**config.mk**
```make
export PLATFORM = sky130hd
export DESIGN_NAME = avalon_pwm_bank
export DESIGN_NICKNAME = d
export VERILOG_FILES = /design/src/rtl/avalon_pwm_pkg.sv /design/src/rtl/avalon_pwm_channel.sv /design/src/rtl/avalon_pwm_bank.sv
export SDC_FILE = /design/constraint.sdc
export NUM_CORES = 1
export LEC_CHECK = 0
export ABC_AREA = 1
export CELL_PAD_IN_SITES_DETAIL_PLACEMENT = 1
export CELL_PAD_IN_SITES_GLOBAL_PLACEMENT = 2
export CORE_ASPECT_RATIO = 2
export CORE_MARGIN = 8
export CORE_UTILIZATION = 35
export CTS_CLUSTER_DIAMETER = 50
export DETAILED_ROUTE_END_ITERATION = 6
export PLACE_DENSITY_LB_ADDON = 0.1
export SYNTH_ARGS = -nofsm -noshare
export SYNTH_HDL_FRONTEND = slang
export SYNTH_SLANG_ARGS = --single-unit
export TNS_END_PERCENT = 1
```
**constraint.sdc**
```tcl
create_clock -name clk -period 3.2 [get_ports clk]
set_input_delay 0.8 -clock clk [delete_from_list [all_inputs] [get_ports clk]]
set_output_delay 0.8 -clock clk [all_outputs]
set_load 0.01 [all_outputs]
```
**src/rtl/avalon_pwm_pkg.sv**
```systemverilog
// Shared register map, CTRL bit layout and address-width helpers for the
// Avalon-MM PWM bank.
package avalon_pwm_pkg;

    localparam int REGS_PER_CH = 4;
    localparam int REG_PERIOD  = 0;
    localparam int REG_DUTY    = 1;
    localparam int REG_CTRL    = 2;
    localparam int REG_COUNT   = 3;

    localparam int CTRL_EN     = 0;
    localparam int CTRL_INV    = 1;
    localparam int CTRL_IRQ_EN = 2;
    localparam int CTRL_W      = 3;

    // IRQ_PEND sits directly after the last channel block.
    function automatic int irq_pend_addr(input int num_ch);
        return REGS_PER_CH * num_ch;
    endfunction

    function automatic int addr_width(input int num_ch);
        return $clog2(REGS_PER_CH * num_ch + 1);
    endfunction

endpackage

```
**src/rtl/avalon_pwm_channel.sv**
```systemverilog
// One PWM channel: double-buffered period/duty, free-running counter,
// registered compare output and a one-cycle wrap indication.
module avalon_pwm_channel
    import avalon_pwm_pkg::*;
#(
    parameter int CNT_W = 28
) (
    input  logic              clk_i,
    input  logic              rst_ni,
    input  logic              period_we_i,
    input  logic              duty_we_i,
    input  logic              ctrl_we_i,
    input  logic [CNT_W-1:0]  wdata_i,
    input  logic [CTRL_W-1:0] ctrl_wdata_i,
    output logic [CNT_W-1:0]  period_o,
    output logic [CNT_W-1:0]  duty_o,
    output logic [CTRL_W-1:0] ctrl_o,
    output logic [CNT_W-1:0]  count_o,
    output logic              pwm_o,
    output logic              wrap_o
);

    logic [CNT_W-1:0]  period_q, period_d;
    logic [CNT_W-1:0]  duty_q, duty_d;
    logic [CNT_W-1:0]  per_a_q, per_a_d;
    logic [CNT_W-1:0]  duty_a_q, duty_a_d;
    logic [CNT_W-1:0]  cnt_q, cnt_d;
    logic [CTRL_W-1:0] ctrl_q, ctrl_d;
    logic              pwm_q, pwm_d;
    logic              wrap;
    logic              en_rise;

    always_comb begin
        period_d = period_we_i ? wdata_i : period_q;
        duty_d   = duty_we_i ? wdata_i : duty_q;
        ctrl_d   = ctrl_we_i ? ctrl_wdata_i : ctrl_q;
        en_rise  = ctrl_d[CTRL_EN] & ~ctrl_q[CTRL_EN];
        // A period of 0 or 1 wraps every cycle; the <=1 test also keeps per_a-1 from underflowing.
        wrap = ctrl_q[CTRL_EN] &
               ((per_a_q <= CNT_W'(1)) | (cnt_q == per_a_q - CNT_W'(1)));

        per_a_d  = per_a_q;
        duty_a_d = duty_a_q;
        // Actives take the pre-write shadows, so a coinciding shadow write waits one more period.
        if (en_rise || wrap) begin
            per_a_d  = period_q;
            duty_a_d = duty_q;
        end

        if (!ctrl_d[CTRL_EN] || en_rise || wrap) begin
            cnt_d = '0;
        end else begin
            cnt_d = cnt_q + CNT_W'(1);
        end

        pwm_d = ctrl_q[CTRL_INV] ^ (ctrl_q[CTRL_EN] & (cnt_q < duty_a_q));
    end

    always_ff @(posedge clk_i or negedge rst_ni) begin
        if (!rst_ni) begin
            period_q <= '0;
            duty_q   <= '0;
            per_a_q  <= '0;
            duty_a_q <= '0;
            cnt_q    <= '0;
            ctrl_q   <= '0;
            pwm_q    <= 1'b0;
        end else begin
            period_q <= period_d;
            duty_q   <= duty_d;
            per_a_q  <= per_a_d;
            duty_a_q <= duty_a_d;
            cnt_q    <= cnt_d;
            ctrl_q   <= ctrl_d;
            pwm_q    <= pwm_d;
        end
    end

    assign period_o = period_q;
    assign duty_o   = duty_q;
    assign ctrl_o   = ctrl_q;
    assign count_o  = cnt_q;
    assign pwm_o    = pwm_q;
    assign wrap_o   = wrap;

endmodule

```
**src/rtl/avalon_pwm_bank.sv**
```systemverilog
// Avalon-MM slave with NUM_CH PWM channels: write decode, zero-wait read mux,
// sticky wrap-pending flags and the level interrupt.
module avalon_pwm_bank
    import avalon_pwm_pkg::*;
#(
    parameter int  NUM_CH = 4,
    parameter int  CNT_W  = 28,
    localparam int AW     = addr_width(NUM_CH)
) (
    input  logic              clk,
    input  logic              reset_n,
    input  logic [AW-1:0]     address,
    input  logic              chipselect,
    input  logic              write_n,
    input  logic [31:0]       writedata,
    output logic [31:0]       readdata,
    output logic [NUM_CH-1:0] pwm_out,
    output logic              irq
);

    localparam int PEND_ADDR = irq_pend_addr(NUM_CH);

    logic              wr_en;
    logic [CNT_W-1:0]  period [NUM_CH];
    logic [CNT_W-1:0]  duty   [NUM_CH];
    logic [CNT_W-1:0]  count  [NUM_CH];
    logic [CTRL_W-1:0] ctrl   [NUM_CH];
    logic [NUM_CH-1:0] wrap;
    logic [NUM_CH-1:0] irq_en;
    logic [NUM_CH-1:0] pend_q, pend_d;

    assign wr_en = chipselect & ~write_n;

    generate
        for (genvar gi = 0; gi < NUM_CH; gi++) begin : g_ch
            logic period_we, duty_we, ctrl_we;

            assign period_we = wr_en && (int'(address) == REGS_PER_CH * gi + REG_PERIOD);
            assign duty_we   = wr_en && (int'(address) == REGS_PER_CH * gi + REG_DUTY);
            assign ctrl_we   = wr_en && (int'(address) == REGS_PER_CH * gi + REG_CTRL);

            avalon_pwm_channel #(
                .CNT_W(CNT_W)
            ) u_channel (
                .clk_i       (clk),
                .rst_ni      (reset_n),
                .period_we_i (period_we),
                .duty_we_i   (duty_we),
                .ctrl_we_i   (ctrl_we),
                .wdata_i     (writedata[CNT_W-1:0]),
                .ctrl_wdata_i(writedata[CTRL_W-1:0]),
                .period_o    (period[gi]),
                .duty_o      (duty[gi]),
                .ctrl_o      (ctrl[gi]),
                .count_o     (count[gi]),
                .pwm_o       (pwm_out[gi]),
                .wrap_o      (wrap[gi])
            );

            assign irq_en[gi] = ctrl[gi][CTRL_IRQ_EN];
        end

        if (CNT_W < 32) begin : g_hi_bits
            logic unused_hi;
            assign unused_hi = ^writedata[31:CNT_W];
        end
    endgenerate

    // Set beats clear: a wrap in the same cycle as a write-1-to-clear keeps the flag.
    always_comb begin
        pend_d = pend_q;
        if (wr_en && (int'(address) == PEND_ADDR)) begin
            pend_d = pend_q & ~writedata[NUM_CH-1:0];
        end
        pend_d = pend_d | wrap;
    end

    always_ff @(posedge clk or negedge reset_n) begin
        if (!reset_n) begin
            pend_q <= '0;
        end else begin
            pend_q <= pend_d;
        end
    end

    assign irq = |(pend_q & irq_en);

    always_comb begin
        readdata = '0;
        for (int ch = 0; ch < NUM_CH; ch++) begin
            if (int'(address) == REGS_PER_CH * ch + REG_PERIOD) readdata[CNT_W-1:0]  = period[ch];
            if (int'(address) == REGS_PER_CH * ch + REG_DUTY)   readdata[CNT_W-1:0]  = duty[ch];
            if (int'(address) == REGS_PER_CH * ch + REG_CTRL)   readdata[CTRL_W-1:0] = ctrl[ch];
            if (int'(address) == REGS_PER_CH * ch + REG_COUNT)  readdata[CNT_W-1:0]  = count[ch];
        end
        if (int'(address) == PEND_ADDR) readdata[NUM_CH-1:0] = pend_q;
    end

endmodule

```
# Word-level counts from Yosys, hierarchy flattened

Cells that the tools add are included.

$add $sub $neg: 8
Magnitude comparators: 8
Equality and inequality tests: 20
Muxes and demuxes: 26
Bitwise gates (word level): 30
Reduce and logical (&&, ||, !) cells: 31

Operator list:

| kind                                                            | number |
|---|---|
| two-way mux 28 bit                                              | 16 |
| adder 28 x 1 -> 28 bit, second input constant                   | 4 |
| == test 28 bit                                                  | 4 |
| less-or-equal comparator 28 x 1 -> 1 bit, second input constant | 4 |
| < comparator 28 bit                                             | 4 |
| subtractor 28 x 1 -> 28 bit, second input constant              | 4 |
| == test 5 bit, second input constant                            | 9 |
| == test 5 x 4 -> 1 bit, second input constant                   | 4 |
| bitwise AND 1 bit                                               | 13 |
| logical AND 1 bit                                               | 13 |
| logical OR 1 bit                                                | 12 |
| two-way mux 3 bit                                               | 4 |
| == test 5 x 3 -> 1 bit, second input constant                   | 2 |
| bitwise AND 4 bit                                               | 2 |
| two-way mux 4 bit                                               | 2 |
| == test 5 x 2 -> 1 bit, second input constant                   | 1 |
| zero test 5 bit                                                 | 1 |
| NOT 1 bit                                                       | 5 |
| zero test 1 bit                                                 | 4 |
| two-way mux 1 bit                                               | 4 |
| NOT 4 bit                                                       | 1 |
| bitwise OR 1 bit                                                | 4 |
| bitwise OR 4 bit                                                | 1 |
| OR reduction 4 bit                                              | 1 |
| XOR 1 bit                                                       | 4 |

Bits in registers: 580
Bits of input ports: 41
Word-level logic and storage cells: 156

# Longest topological paths before layout

Depth after elaboration: 18
Depth in mapped cells: 20
Depth with buffers taken out: 18

# Modules after synthesis

A second synthesis with hierarchy kept.

Cell total of the unflattened synthesis: 4247
Area, all modules: 34426.8 um^2

By module, submodules not included:

| module                                      | times used | cells an instance | area each (um^2) | sequential area each (um^2) |
|---|---|---|---|---|
| avalon_pwm_channel at g_ch[0].u_channel ... | 3          | 897               | 7811.2           | 3603.5 |
| avalon_pwm_channel at g_ch[3].u_channel     | 1          | 899               | 7912.6           | 3603.5 |
| avalon_pwm_bank                             | 1          | 657               | 3080.5           | 100.1 |

# Least setup slack after synthesis

OpenSTA, ideal clock, no wires.

Path kind: input to output
From: in address[4]
To: out readdata[18]
Arrival: 2.303 ns
Required time: 2.400 ns
Slack: 0.097 ns
Cell stages on the path: 11
Path through: inv_2 > nand3_1 > nor2_2 > clkinv_1 > clkbuf_1 > o21ai_0 > o2111ai_1 > o21ai_0 > o21ai_0 > a21oi_1 > nand3_1

Longest elaborated chain between the ends: 13
Elaborated cells on any way between the ends: 24
Those cells by class: 11 x eq/ne; 12 x mux; 1 x reduce/logical

RTL lines:

| item                 | RTL line              | text |
|---|---|---|
| from (decl)          | avalon_pwm_bank.sv:12 | `input logic [AW-1:0] address,` |
| zero test 5 bit      | avalon_pwm_bank.sv:91 | `if (int'(address) == REGS_PER_CH * ch + REG_PERIOD) readdata[CNT_W-1:0] = period[ch];` |
| two-way mux 28 bit   | avalon_pwm_bank.sv:91 |  |
| two-way mux 28 bit   | avalon_pwm_bank.sv:92 | `if (int'(address) == REGS_PER_CH * ch + REG_DUTY) readdata[CNT_W-1:0] = duty[ch];` |
| two-way mux 28 bit   | avalon_pwm_bank.sv:94 | `if (int'(address) == REGS_PER_CH * ch + REG_COUNT) readdata[CNT_W-1:0] = count[ch];` |
| two-way mux 28 bit   | avalon_pwm_bank.sv:91 |  |
| two-way mux 28 bit   | avalon_pwm_bank.sv:92 |  |
| two-way mux 28 bit   | avalon_pwm_bank.sv:94 |  |
| two-way mux 28 bit   | avalon_pwm_bank.sv:91 |  |
| two-way mux 28 bit   | avalon_pwm_bank.sv:92 |  |
| two-way mux 28 bit   | avalon_pwm_bank.sv:94 |  |
| two-way mux 28 bit   | avalon_pwm_bank.sv:91 |  |
| two-way mux 28 bit   | avalon_pwm_bank.sv:92 |  |
| two-way mux 28 bit * | avalon_pwm_bank.sv:94 |  |
| to (decl)            | avalon_pwm_bank.sv:16 | `output logic [31:0] readdata,` |

Every way passes the cells marked *; elsewhere a longest branch is shown, timed or not.

# Worst setup path in the final report

From: in address[2]
To: out readdata[23]

Same word-level chain as after synthesis.

==> implementation parameters <==
Parameter                              Value

Run status
  Run status ... complete, but fails checks
  Violations in the final reports ... setup timing

Final layout
  Final nets ... 4,708
  Area growth syn-to-layout ... 20.83%
  Most common cell after layout, fill and taps aside ... sky130_fd_sc_hd__nand2_1
  Final Instance Area ... 39,900 um2
  Core utilization of the finished layout ... 0.4258
  Post-route non-filler standard cell count ... 5,806
  Number of fill cells ... 11,330
  Fraction of layout cells with a size suffix above 1 ... 0.1392
  Most frequent cells in the layout ... sky130_fd_sc_hd__nand2_1, sky130_fd_sc_hd__dfrtp_1, sky130_fd_sc_hd__nor2_1, sky130_fd_sc_hd__inv_1, sky130_fd_sc_hd__nand3_1

Timing
  Post-Route Skew ... 0.03028 ns
  Fin. max-slew vios ... 0
  Final number of setup-violating endpoints ... 28
  Clock period minus final worst setup slack ... 3.419 ns
  Final clock period utilization by the worst path ... 1.069
  Relative slew margins ... 0.3851
  Unrepaired setup endpoints after global routing ... true
  Final worst slack ... -0.2193 ns
  Measured slew at the worst slew-check pin ... 0.9214 ns
  Final Hold Fails ... 0
  Setup tns final ... -4.017 ns
  Fmax ... 292.5 MHz

Floorplanning
  Core area ... 93,700 um2
  Die outline height ... 450.4 um
  Initial cell density of the core ... 0.3524
  Full die area ... 105,000 um2
  IO Count ... 78
  Width of the die ... 233.2 um
  Placement Rows ... 159

Logic synthesis
  Main flop type after synthesis ... sky130_fd_sc_hd__dfrtp_1
  Count of distinct cell types in the synthesized netlist ... 53
  Number of flops mapped to enable cells by yosys ... 0
  Share of synthesized cell area in and, or, nand and nor gates ... 0.2993
  Ys Warns ... 0
  Async set-or-reset flop fraction in the synthesized netlist ... 1.000
  Post-synthesis mux area share ... 0
  Post-synthesis compound-gate area fraction ... 0.07673
  Cell area after synthesis ... 33,020 um2
  Adder and majority gate portion of the synthesized area ... 0.04547
  #FFs+latches synth ... 580
  Post-Synth XOR/XNOR Area ... 0.06767
  Per-instance average area after synthesis ... 7.708 um2
  Sequential fraction of the synthesis area ... 0.4395
  Main combinational cell family by area after synthesis ... simple AND/OR/NAND/NOR gates
  Mapped Cells ... 4,284

Critical path
  Reg2reg path depth ... 17
  Crit end category ... output pin
  Critical path fanouts, max ... 6
  Data arrival time of the critical path ... 2.62 ns
  Data required time at the worst endpoint ... 2.40 ns
  Kind of launch point of the worst setup path ... primary input
  Endpoint of the most critical register-to-register path ... g_ch[3].u_channel.per_a_q[8]
  Crit Path Category ... in -> out
  R2R Setup Slk ... 0.16 ns
  R2r startpoint ... g_ch[3].u_channel.per_a_q[4]

Routing
  Vias after detailed routing ... 30,760
  ANT nets after route ... 0
  Total Routed Length ... 156,200 um
  Residual DRC ... 0
  Number of vias per cell after detailed routing ... 5.298
  Drt pass-1 iters ... 5
  Iteration-0 DRC Markers ... 1,479
  Drt wl/cell ... 26.91 um

GRT
  Remaining Overflow, GRT ... 0
  GRT Util Overall ... 0.2965
  Largest net degree at the start of global routing ... 98
  Antenna violations before repair ... 6
  Via count of the first global-routing pass ... 33,190
  Global-route wire length before repair ... 226,600 um

Run
  Max-cap violation count ... 0

Clocking
  Root cell of the clock tree ... sky130_fd_sc_hd__clkbuf_16
  Number of buffers on the longest clock path ... 3
  Total number of H-tree levels ... 2
  Clock tree from TritonCTS ... done
  TritonCTS Buffers ... 61
  Clock Sinks ... 580
  Worst skew pair latency ... 0.69 ns
  Hold bufs inserted after CTS ... 0
  Clock-pin slew of the registers on the worst-case setup and hold paths ... 0.07 ns

Place
  Detail Placement HPWL ... 126,100 um
  Routability Congestion ... 0.9198
  Number of port buffers ... 69
  Cell total after placement ... 5,685
  Placed cell areas ... 37,170 um2

Min path
  Worst hold-check path type ... in -> async

Power
  VDD IR max ... 0.6226 mV
  Lkg Pwr ... 19.58 nW
  Pwr per Cell Area ... 837.3 nW/um2
cell usage after synthesis (all sizes together) (9+ instances only):
master | n | area share
nand2 | 1360 | 0.16
dfrtp | 580 | 0.44
nor2 | 425 | 0.052
nand3 | 369 | 0.057
inv | 354 | 0.040
o21ai | 301 | 0.046
xor2 | 151 | 0.040
ha | 120 | 0.045
a21oi | 105 | 0.016
nand4 | 105 | 0.020
clkbuf | 103 | 0.012
buf | 84 | 0.019
xnor2 | 60 | 0.016
nor3 | 56 | 0.0086
xnor3 | 14 | 0.0095
nor4 | 13 | 0.0025
o211ai | 9 | 0.0020
o21bai | 9 | 0.0020
o221ai | 9 | 0.0024
layer usage:
metal,vias up,GRT usage,part of all wire
met5,-,0,0
met4,0,0.2146,0.088
met2,635,0.5698,0.55
li1,14340,-,-
met1,15410,0.2879,0.34
met3,375,0.02567,0.024
per-stage QoR:
| stage | hold slack [ns] | setup WS, ns | total power [mW] |
|---|---|---|---|
| 2_1_floorplan | 0.4559 | 0.09659 | 19.85 |
| 3_3_place_gp | 0.4803 | -1.428 | 25.61 |
| 5_1_grt | 0.05850 | -0.2848 | 35.52 |
| 3_5_place_dp | 0.4902 | -1.423 | 25.91 |
| 4_1_cts | 0.03305 | -0.2101 | 33.69 |
| 6_report | 0.04906 | -0.2193 | 33.41 |
registers in the layout (all words and copies together), names as in the netlist:
signal and count:
g_ch.u_channel.per_a_q 112, g_ch.u_channel.count_o 112, g_ch.u_channel.duty_o 112, g_ch.u_channel.ctrl_o 12, g_ch.u_channel.pwm_o 4, g_ch.u_channel.duty_a_q 112
g_ch.u_channel.period_o 112, pend_q 4
kinds of logic (layout without fill, tap and decap cells):
group | after synthesis | after routing
compound gates | 469 | 469
fa+ha+maj | 120 | 120
simple gates | 2342 | 2342
flops | 580 | 580
buf+inv | 544 | 854
xor+xnor | 228 | 228
other cells | 1 | 6
critical path, stage by stage:
cell and delay (ns):
sky130_fd_sc_hd__buf_8 0.11, sky130_fd_sc_hd__nor2_4 0.15, sky130_fd_sc_hd__nand2_8 0.08, sky130_fd_sc_hd__buf_6 0.12, sky130_fd_sc_hd__nor2_4 0.23, sky130_fd_sc_hd__buf_6 0.18
sky130_fd_sc_hd__buf_6 0.12, sky130_fd_sc_hd__nand2_1 0.05, sky130_fd_sc_hd__nand4_1 0.10, sky130_fd_sc_hd__o21ai_1 0.08, sky130_fd_sc_hd__nand3_1 0.08, sky130_fd_sc_hd__o21ai_1 0.08
sky130_fd_sc_hd__nand4_1 0.15, sky130_fd_sc_hd__a21oi_2 0.06, sky130_fd_sc_hd__nand3_1 0.07, sky130_fd_sc_hd__buf_2 0.13
worst max-delay path by stage:
stage / to / slack [ns] / cells past startpoint / start
detailed placement: readdata[12] / -1.42 / 16 / address[4]
global route: readdata[21] / -0.28 / 16 / address[2]
CTS: readdata[12] / -0.21 / 16 / address[4]
floorplan: readdata[18] / 0.1 / 11 / address[4]
finish: readdata[23] / -0.22 / 16 / address[2]
global placement: readdata[12] / -1.43 / 16 / address[4]
cell type report:
cell class	count	area, um2	area share
Antenna cell	2	5.005	0.0001254
Inverter	357	1351	0.03387
Clock buffer	77	1688	0.04230
Clock inverter	36	399.1	0.01000
Timing Repair Buffer	384	3690	0.09248
Tap cell	1207	1510	0.03785
Multi-Input combinational cell	3163	16740	0.4196
Sequential cell	580	14510	0.3638
power breakdown:
group | total [mW] | switching, mW | leakage [nW] | internal (mW)
logic | 15.0 | 9.55 | 10.7 | 5.42
registers | 10.8 | 1.90 | 7.81 | 8.90
clock network | 7.64 | 3.45 | 1.04 | 4.19
timing repair:
item / in CTS / in global routing
setup buffers: 4 / 2
resized for setup: 280 / 63
setup endpoints to repair: 28 / 73
cloned: 3 / 0
pin swaps: 43 / 46
Power figures use the tool's default switching activity.
